## src/rtl/div_pkg.sv

```systemverilog
// div_pkg -- shared definitions for the repeated-subtraction divider sequencer.
//   state_e      : controller state encoding (binary, 3 bits; codes 6/7 unused)
//   W_DEF        : default datapath width
//   iter_max_of  : iteration cap for a given width (largest W-bit value)
package div_pkg;

  localparam int W_DEF = 8;

  typedef enum logic [2:0] {
    IDLE  = 3'd0,
    LOAD  = 3'd1,
    CHECK = 3'd2,
    SUB   = 3'd3,
    DONE  = 3'd4,
    ERR   = 3'd5
  } state_e;

  // The counter must be able to represent the cap, so the cap is the
  // all-ones value of the counter width; the guard fires before a wrap.
  function automatic int iter_max_of(input int w);
    return (1 << w) - 1;
  endfunction

endpackage

```

## src/rtl/div_seq_ctrl_if.sv

```systemverilog
// div_seq_ctrl_if -- control/status bundle between the divider sequencer and
// its surroundings (requester + datapath).
//   master : drives start/abort and the datapath status (rem_ge_div, div_zero),
//            observes strobes, busy/done/err and iter_cnt.
//   slave  : the sequencer itself (mirror directions).
interface div_seq_ctrl_if
  import div_pkg::*;
#(
  parameter int W = W_DEF
);
  logic         start;
  logic         abort;
  logic         rem_ge_div;
  logic         div_zero;
  logic         q_ld;
  logic         q_upd;
  logic         r_ld;
  logic         r_sub;
  logic         d_ld;
  logic         busy;
  logic         done;
  logic         err;
  logic [W-1:0] iter_cnt;

  modport master (
    output start, abort, rem_ge_div, div_zero,
    input  q_ld, q_upd, r_ld, r_sub, d_ld, busy, done, err, iter_cnt
  );

  modport slave (
    input  start, abort, rem_ge_div, div_zero,
    output q_ld, q_upd, r_ld, r_sub, d_ld, busy, done, err, iter_cnt
  );
endinterface

```

## src/rtl/iter_counter.sv

```systemverilog
// iter_counter -- W-bit up counter with synchronous clear and enable and a
// terminal flag at MAX. It saturates at MAX instead of wrapping.
//   clk, rst_n : clock, asynchronous active-low reset (count -> 0)
//   clr        : synchronous clear (wins over en)
//   en         : count up by one
//   cnt        : current count
//   term       : cnt == MAX
module iter_counter
  import div_pkg::*;
#(
  parameter int W   = W_DEF,
  parameter int MAX = iter_max_of(W)
) (
  input  logic         clk,
  input  logic         rst_n,
  input  logic         clr,
  input  logic         en,
  output logic [W-1:0] cnt,
  output logic         term
);

  localparam logic [W-1:0] MAX_V = W'(MAX);

  logic [W-1:0] cnt_reg;

  always_ff @(posedge clk or negedge rst_n) begin
    if (!rst_n) begin
      cnt_reg <= '0;
    end else if (clr) begin
      cnt_reg <= '0;
    end else if (en && !term) begin
      cnt_reg <= cnt_reg + W'(1);
    end
  end

  assign cnt  = cnt_reg;
  assign term = (cnt_reg == MAX_V);

endmodule

```

## src/rtl/div_seq_ctrl.sv

```systemverilog
// div_seq_ctrl -- FSM sequencing a repeated-subtraction divider datapath.
// The datapath updates on negedge, so all strobes here are Moore outputs of
// the registered state and are settled half a cycle before use.
//   clk, rst_n : clock (posedge), asynchronous active-low reset
//   bus        : div_seq_ctrl_if slave port
//                in : start, abort, rem_ge_div, div_zero
//                out: q_ld/r_ld/d_ld (LOAD), q_upd/r_sub (SUB), busy,
//                     done (one-cycle pulse), err (sticky), iter_cnt
module div_seq_ctrl
  import div_pkg::*;
#(
  parameter int W        = W_DEF,
  parameter int ITER_MAX = iter_max_of(W)
) (
  input  logic                 clk,
  input  logic                 rst_n,
  div_seq_ctrl_if.slave        bus
);

  state_e       state_reg;
  state_e       state_next;
  logic         err_reg;
  logic         start_acc;
  logic         cnt_en;
  logic         cnt_term;
  logic [W-1:0] cnt;

  // abort in IDLE is otherwise ignored, but it does suppress a same-cycle start.
  assign start_acc = (state_reg == IDLE) && bus.start && !bus.abort;
  // An aborted SUB cycle must not count, so iter_cnt holds on abort.
  assign cnt_en    = (state_reg == SUB) && !bus.abort;

  iter_counter #(
    .W   (W),
    .MAX (ITER_MAX)
  ) u_iter (
    .clk   (clk),
    .rst_n (rst_n),
    .clr   (start_acc),
    .en    (cnt_en),
    .cnt   (cnt),
    .term  (cnt_term)
  );

  // State register
  always_ff @(posedge clk or negedge rst_n) begin
    if (!rst_n) begin
      state_reg <= IDLE;
    end else begin
      state_reg <= state_next;
    end
  end

  // Next-state logic; abort outranks every other transition.
  always_comb begin
    state_next = IDLE;
    if (bus.abort && state_reg != IDLE) begin
      state_next = IDLE;
    end else begin
      case (state_reg)
        IDLE:    state_next = start_acc ? LOAD : IDLE;
        LOAD:    state_next = CHECK;
        CHECK: begin
          if (bus.div_zero)                    state_next = ERR;
          else if (bus.rem_ge_div && cnt_term) state_next = ERR;
          else if (bus.rem_ge_div)             state_next = SUB;
          else                                 state_next = DONE;
        end
        SUB:     state_next = CHECK;
        DONE:    state_next = IDLE;
        ERR:     state_next = IDLE;
        default: state_next = IDLE;
      endcase
    end
  end

  // Sticky error: set together with entry into ERR so it is visible in the
  // ERR cycle alongside done, cleared only by an accepted start.
  always_ff @(posedge clk or negedge rst_n) begin
    if (!rst_n) begin
      err_reg <= 1'b0;
    end else if (start_acc) begin
      err_reg <= 1'b0;
    end else if (state_next == ERR) begin
      err_reg <= 1'b1;
    end
  end

  // Output decode
  always_comb begin
    bus.q_ld  = 1'b0;
    bus.r_ld  = 1'b0;
    bus.d_ld  = 1'b0;
    bus.q_upd = 1'b0;
    bus.r_sub = 1'b0;
    bus.done  = 1'b0;
    bus.busy  = (state_reg != IDLE);
    case (state_reg)
      LOAD: begin
        bus.q_ld = 1'b1;
        bus.r_ld = 1'b1;
        bus.d_ld = 1'b1;
      end
      SUB: begin
        bus.q_upd = 1'b1;
        bus.r_sub = 1'b1;
      end
      DONE:    bus.done = 1'b1;
      ERR:     bus.done = 1'b1;
      default: ;
    endcase
  end

  assign bus.err      = err_reg;
  assign bus.iter_cnt = cnt;

endmodule

```

## src/flat_wrapper.sv

```systemverilog
// flat-port wrapper written by rule: the top's interface ports become plain ports
module div_seq_ctrl_flat import div_pkg::*;
#(
  parameter int W        = W_DEF,
  parameter int ITER_MAX = iter_max_of(W)
)
  (clk, rst_n, bus_start, bus_abort, bus_rem_ge_div, bus_div_zero, bus_q_ld, bus_q_upd, bus_r_ld, bus_r_sub, bus_d_ld, bus_busy, bus_done, bus_err, bus_iter_cnt);
  div_seq_ctrl_if #(.W(W)) bus_i ();
  input  logic clk;
  input  logic rst_n;
  input wire logic [$bits(bus_i.start)-1:0] bus_start;
  input wire logic [$bits(bus_i.abort)-1:0] bus_abort;
  input wire logic [$bits(bus_i.rem_ge_div)-1:0] bus_rem_ge_div;
  input wire logic [$bits(bus_i.div_zero)-1:0] bus_div_zero;
  output wire logic [$bits(bus_i.q_ld)-1:0] bus_q_ld;
  output wire logic [$bits(bus_i.q_upd)-1:0] bus_q_upd;
  output wire logic [$bits(bus_i.r_ld)-1:0] bus_r_ld;
  output wire logic [$bits(bus_i.r_sub)-1:0] bus_r_sub;
  output wire logic [$bits(bus_i.d_ld)-1:0] bus_d_ld;
  output wire logic [$bits(bus_i.busy)-1:0] bus_busy;
  output wire logic [$bits(bus_i.done)-1:0] bus_done;
  output wire logic [$bits(bus_i.err)-1:0] bus_err;
  output wire logic [$bits(bus_i.iter_cnt)-1:0] bus_iter_cnt;
  assign bus_i.start = bus_start;
  assign bus_i.abort = bus_abort;
  assign bus_i.rem_ge_div = bus_rem_ge_div;
  assign bus_i.div_zero = bus_div_zero;
  assign bus_q_ld = bus_i.q_ld;
  assign bus_q_upd = bus_i.q_upd;
  assign bus_r_ld = bus_i.r_ld;
  assign bus_r_sub = bus_i.r_sub;
  assign bus_d_ld = bus_i.d_ld;
  assign bus_busy = bus_i.busy;
  assign bus_done = bus_i.done;
  assign bus_err = bus_i.err;
  assign bus_iter_cnt = bus_i.iter_cnt;
  div_seq_ctrl #(.W(W), .ITER_MAX(ITER_MAX)) u_core (.clk(clk), .rst_n(rst_n), .bus(bus_i));
endmodule
```

## config.mk

```make
export PLATFORM = sky130hd
export DESIGN_NAME = div_seq_ctrl_flat
export DESIGN_NICKNAME = d
export VERILOG_FILES = /design/src/rtl/div_pkg.sv /design/src/rtl/div_seq_ctrl_if.sv /design/src/rtl/iter_counter.sv /design/src/rtl/div_seq_ctrl.sv /design/src/flat_wrapper.sv
export SDC_FILE = /design/constraint.sdc
export NUM_CORES = 1
export LEC_CHECK = 0
export BUFFER_PORTS_ARGS = -buffer_cell sky130_fd_sc_hd__buf_4
export CAP_MARGIN = 5
export CORE_MARGIN = 4
export CORE_UTILIZATION = 23
export CTS_CLUSTER_SIZE = 28
export DETAILED_ROUTE_END_ITERATION = 6
export GPL_TIMING_DRIVEN = 0
export MAX_ROUTING_LAYER = met4
export PLACE_DENSITY_LB_ADDON = 0.08
export SKIP_LAST_GASP = 1
export SYNTH_ARGS = -nofsm -noshare
export SYNTH_HDL_FRONTEND = slang
export SYNTH_HIERARCHICAL = 1
export SYNTH_SLANG_ARGS = --single-unit
```

## constraint.sdc

```tcl
create_clock -name clk -period 1.9 [get_ports clk]
set_input_delay 0.19 -clock clk [delete_from_list [all_inputs] [get_ports clk]]
set_output_delay 0.19 -clock clk [all_outputs]
set_load 0.02 [all_outputs]
```

After elaboration in Yosys (flattened, before gate mapping)
Index checks and enable logic that the tools add are counted.

storage, ports and cells
  bits in registers = 12
  input port bits = 6
  output and inout port bits = 16
  logic and storage cells = 38

cells by class
  $add $sub $neg = 1
  eq/ne operators = 7
  muxes and demuxes = 13
  reductions and logical operators = 14

operator list
  operator               number
  $mux W8                2
  $mux W3                4
  $eq A3 B3 Y1 const B   3
  $pmux W3 S3            1
  $add A8 B1 Y8 const B  1
  $eq A8 B8 Y1 const B   1
  $eq A3 B2 Y1 const B   2
  $logic_and A1 B1 Y1    6
  $mux W1                6
  $reduce_bool A2 Y1     2
  $reduce_or A2 Y1       2
  $eq A3 B1 Y1 const B   1
  $logic_not A3 Y1       1
  $reduce_bool A3 Y1     1
  $logic_not A1 Y1       2

Longest topological paths before layout
  depth after elaboration = 9
  depth in mapped cells = 6
  depth with buffers taken out = 6

Modules after synthesis
Netlist, hierarchy kept.

modules (own cells, without submodules)
  module        instances  cells an instance  area an instance (sq um)  sequential area each (sq um)
  iter_counter  1          47                 469.2                     200.2
  div_seq_ctrl  1          31                 242.7                     100.1

Worst setup path before layout
No wires, ideal clock.

  path kind = flip-flop to flip-flop
  start = register u_core.state_reg[1]
  end = register u_core.u_iter.cnt_reg[7] (netlist: u_core/u_iter/cnt[7])
  library setup time = 125 ps
  data arrival time = 1651 ps
  required time = 1775 ps
  setup slack = 125 ps
  cell stages (with the launch flop) = 7
  path buffers = 1
  period minus slack after synthesis = 1775 ps
  path through = dfrtp_1 > clkbuf_1 > nand2_1 > nor3_1 > nand4_1 > nor3_1 > mux2_2

between the ends
  longest elaborated chain between the ends = 4
  elaborated cells between the ends (all ways) = 8
  classes of those cells = 1 x eq/ne; 1 x mux; 6 x reduce/logical

ends and longest elaborated chain
  element                       RTL line            source
  from (decl)                   div_seq_ctrl.sv:20  state_e state_reg;
  from (signal assigned)        div_seq_ctrl.sv:50  state_reg <= state_next;
  $eq A3 B2 Y1                  div_seq_ctrl.sv:31  assign cnt_en = (state_reg == SUB) && !bus.abort;
  $logic_and A1 B1 Y1           div_seq_ctrl.sv:31
  net u_core.cnt_en             div_seq_ctrl.sv:24  logic cnt_en;
  $logic_and A1 B1 Y1           iter_counter.sv:31  end else if (en && !term) begin
  $reduce_bool A2 Y1 (no line)  -
  to (signal assigned)          iter_counter.sv:32  cnt_reg <= cnt_reg + W'(1);
  to (decl)                     iter_counter.sv:24  logic [W-1:0] cnt_reg;

The timed path passes the listed nets, and every way through them passes these cells.
A chain may end at the register's enable or synchronous reset.

Worst setup path in the final report
  start = register u_core.state_reg[2]
  end = register u_core.u_iter.cnt_reg[0] (netlist: u_core/u_iter/cnt[0])

between the ends
  longest elaborated chain between the ends = 4
  elaborated cells between the ends (all ways) = 8
  classes of those cells = 1 x eq/ne; 1 x mux; 6 x reduce/logical

ends and longest elaborated chain
  element                                        RTL line            source
  $logic_not A3 Y1 *                             div_seq_ctrl.sv:29  assign start_acc = (state_reg == IDLE) && bus.start && !bus.abort;
  $logic_and A1 B1 Y1 * (2 in series)            div_seq_ctrl.sv:29
  net u_core.start_acc                           div_seq_ctrl.sv:23  logic start_acc;
  $mux W8 or $reduce_bool A2 Y1 (tied branches)  -

The timed path passes the listed nets; every way through them passes the cells marked *.

==> flow_summary.toml <==
[global_route]
grt_start_max_net_pins = 13
grt_first_pass_wirelength_um = 2780
grt_usage = 0.09209
antenna_found_initial = 0
first_global_vias = 592
gr-total-overflow = 0

[worst_setup_path]
endpoint_kind = "register"
path_cells = "nor3_1 -> nand2_1 -> nor2_1 -> clkbuf_2 -> nor2b_1 -> mux2_4"
crit_family = "simple AND/OR/NAND/NOR gates"
worstReg2RegStart = "u_core/state_reg[2]"
crit_buf_inv = 1
start_kind = "register"
crit_path_top_delay_cell = "dfrtp_1"
cp_max_fo = 10
ff2ff_path_depth = 6
critical_path_required_ps = 2060
rrSetupSlack_ps = 180
cp_slowest_stage_delay_ps = 470
reg2reg_to = "u_core/u_iter/cnt[0]"
crit_type = "register to register"
crit_arrival_ps = 1890

[timing]
slew_violations = 0
hold_slack_ps = 105.6
fin_crit_ps = 1723
worst_pin_slew_ps = 339.8
skew_ps = 1.898
hold_violations = 0
setup_viol = 0
clock.fmax_ghz = 0.5805
max_slew_margin = 0.7729
rsz0062_at_grt = "no"
fin_crit_sh = 0.9066

[hold_path]
hold_class = "primary input to register"
whs_path_depth = 2
worst_hold_startpoint = "bus_abort"
hold_path_end = "u_core/state_reg[1]"

[yosys]
synth_cells = 78
syn_area_um2 = 711.9
synth_top_area_frac = 0.4218
synth_warnings = 6
ys_seq_area_frac = 0.4218
ys_types = 29
synth_top_area_cell = "dfrtp_1"
synth-edff-count = 0
syn_nets = 85
ys_seq_elements = 12
synthTopCellsByArea = "dfrtp_1, a211oi_1, a21oi_1"
ys.flop_type = "dfrtp_1"
synth_area_per_cell_um2 = 9.127
async_reset_ff_frac = 1.000
yosysMostFrequentCell = "dfrtp_1"
synth_commonest_cells = "dfrtp_1, a21oi_1, nand2_1, nor2_1"

[floorplan]
dieWidth_um = 63.64
dieArea_mm2 = 0.004049
initial_core_util = 0.2496
die_y_um = 63.64
ios = 22
num_rows = 19
core_mm2 = 0.002853

[drt]
drcViolationCount = 0
dr.pass1.iters = 4
wl_per_cell_um = 12.81
vias = 661
vias_per_cell = 4.970
drt-initial-drc-count = 12
drt_wl_total_um = 1704
ant_nets = 0

[layout]
areaGrowthSynthToFinish_pct = 33.57
antennaDiodeCount = 0
largest_reg_flops = 8
layout-drive-gt1-share = 0.3529
layout.nets = 111
fin_util = 0.3333

[clock_network]
clk_latency_ps = 270
cts.sinks = 12
cts_root_buf = "clkbuf_4"
path_clk_slew_ps = 70
htree_levels = 1
cts_tree = "done"
cts-buffers-inserted = 3
clock_path_buffers = 2

[placed_design]
hpwl_um = 1266
finalWeightedCongestion = 0.7391
portBuffers = 21

[power]
power.leakage_nw = 0.4350
ir_drop_uv = 272.9
power_per_cell_area_mw_per_mm2 = 548.2

[job]
drv_cap = 0

[run_status]
status = "finished clean"
==> where the power goes <==
part           internal [mW]  switching [mW]  leakage, nW  total, mW
Combinational         0.0439          0.0475        0.257     0.0915
Sequential             0.261          0.0100        0.164      0.271
Clock                 0.0735          0.0849       0.0138      0.158
==> per-layer routing <==
metal  vias to the layer above  routed length [um]  GRT usage
li1                        334                   -          -
met1                       305                 830     0.1208
met2                        17                 738     0.1213
met3                         5                  97    0.03908
met4                         0                  38    0.04043
met5                         -                   0          -
==> cell type report <==
type | count | area, um2
Fill cell | 314 | 1902
Sequential cell | 12 | 301.5
Clock buffer | 3 | 22.52
Multi-Input combinational cell | 59 | 385.4
Inverter | 2 | 7.507
Buffer | 4 | 27.53
Tap cell | 31 | 38.79
Timing Repair Buffer | 22 | 167.7
==> logic make-up (layout without fill, tap and decap cells) <==
| family | Yosys count | in the layout | share of synthesized area |
|---|---|---|---|
| AND/OR/NAND/NOR | 36 | 36 | 0.2812 |
| AO/OA/AOI/OAI | 19 | 19 | 0.1757 |
| flip-flops | 12 | 12 | 0.4218 |
| buffers and inverters | 7 | 31 | 0.05273 |
| multiplexers | 3 | 3 | 0.05096 |
| adder cells (fa/ha/maj) | 1 | 1 | 0.01757 |
==> worst max path at each step <==
stage,from,endpoint,cells after the start
6_report,u_core/state_reg[2],u_core/u_iter/cnt[0],6
5_1_grt,u_core/state_reg[2],u_core/u_iter/cnt[7],6
4_1_cts,u_core/state_reg[2],u_core/u_iter/cnt[0],6
3_5_place_dp,u_core/state_reg[1],u_core/u_iter/cnt[7],6
3_3_place_gp,u_core/state_reg[1],u_core/u_iter/cnt[7],6
2_1_floorplan,u_core/state_reg[1],u_core/u_iter/cnt[7],6
==> layout by cell type (no fill, tap or decap) <==
| cell | n |
|---|---|
| dfrtp_1 | 11 |
| a21boi_2 | 1 |
| o21a_1 | 1 |
| o21bai_1 | 2 |
| nand2b_1 | 2 |
| clkbuf_2 | 1 |
| a211oi_1 | 5 |
| nand2_1 | 6 |
| nor2_1 | 6 |
| and3_1 | 1 |
| nand3_1 | 3 |
| and4_2 | 1 |
| dfrtp_2 | 1 |
| mux2_2 | 1 |
| or3_1 | 2 |
| nor4b_1 | 1 |
| and4_4 | 1 |
| buf_4 | 24 |
| nor3_1 | 4 |
| mux2i_1 | 1 |
| nor3b_1 | 2 |
| nor2b_1 | 3 |
| a31oi_1 | 3 |
| mux2_4 | 1 |
| inv_1 | 2 |
| o21ai_1 | 1 |
| nor3_4 | 1 |
| nand4_1 | 2 |
| ha_1 | 1 |
| clkbuf_4 | 3 |
| and2_2 | 1 |
| a21oi_1 | 6 |
| dlygate4sd3_1 | 1 |
==> through the flow <==
step           setup WS [ps]  power, mW  area, um2  std cells  setup TNS (ps)
2_1_floorplan          124.7     0.3250      711.9         78               0
3_3_place_gp          -263.2     0.3675      908.4        130          -558.2
3_5_place_dp          -254.2     0.3668      908.4        130          -717.5
4_1_cts                39.61     0.5284      942.2        133               0
5_1_grt                57.01     0.5535      950.9        133               0
6_report               177.4     0.5213      950.9        133               0
==> what timing repair did <==
item	in CTS	in global routing
gates resized for setup	1	4
setup buffers	0	0
hold buffers	1	0
gates cloned	0	0
hold endpoints to repair	12	0
endpoints found under the setup margin	6	2
Note: power is estimated with default switching activity, not from simulation.
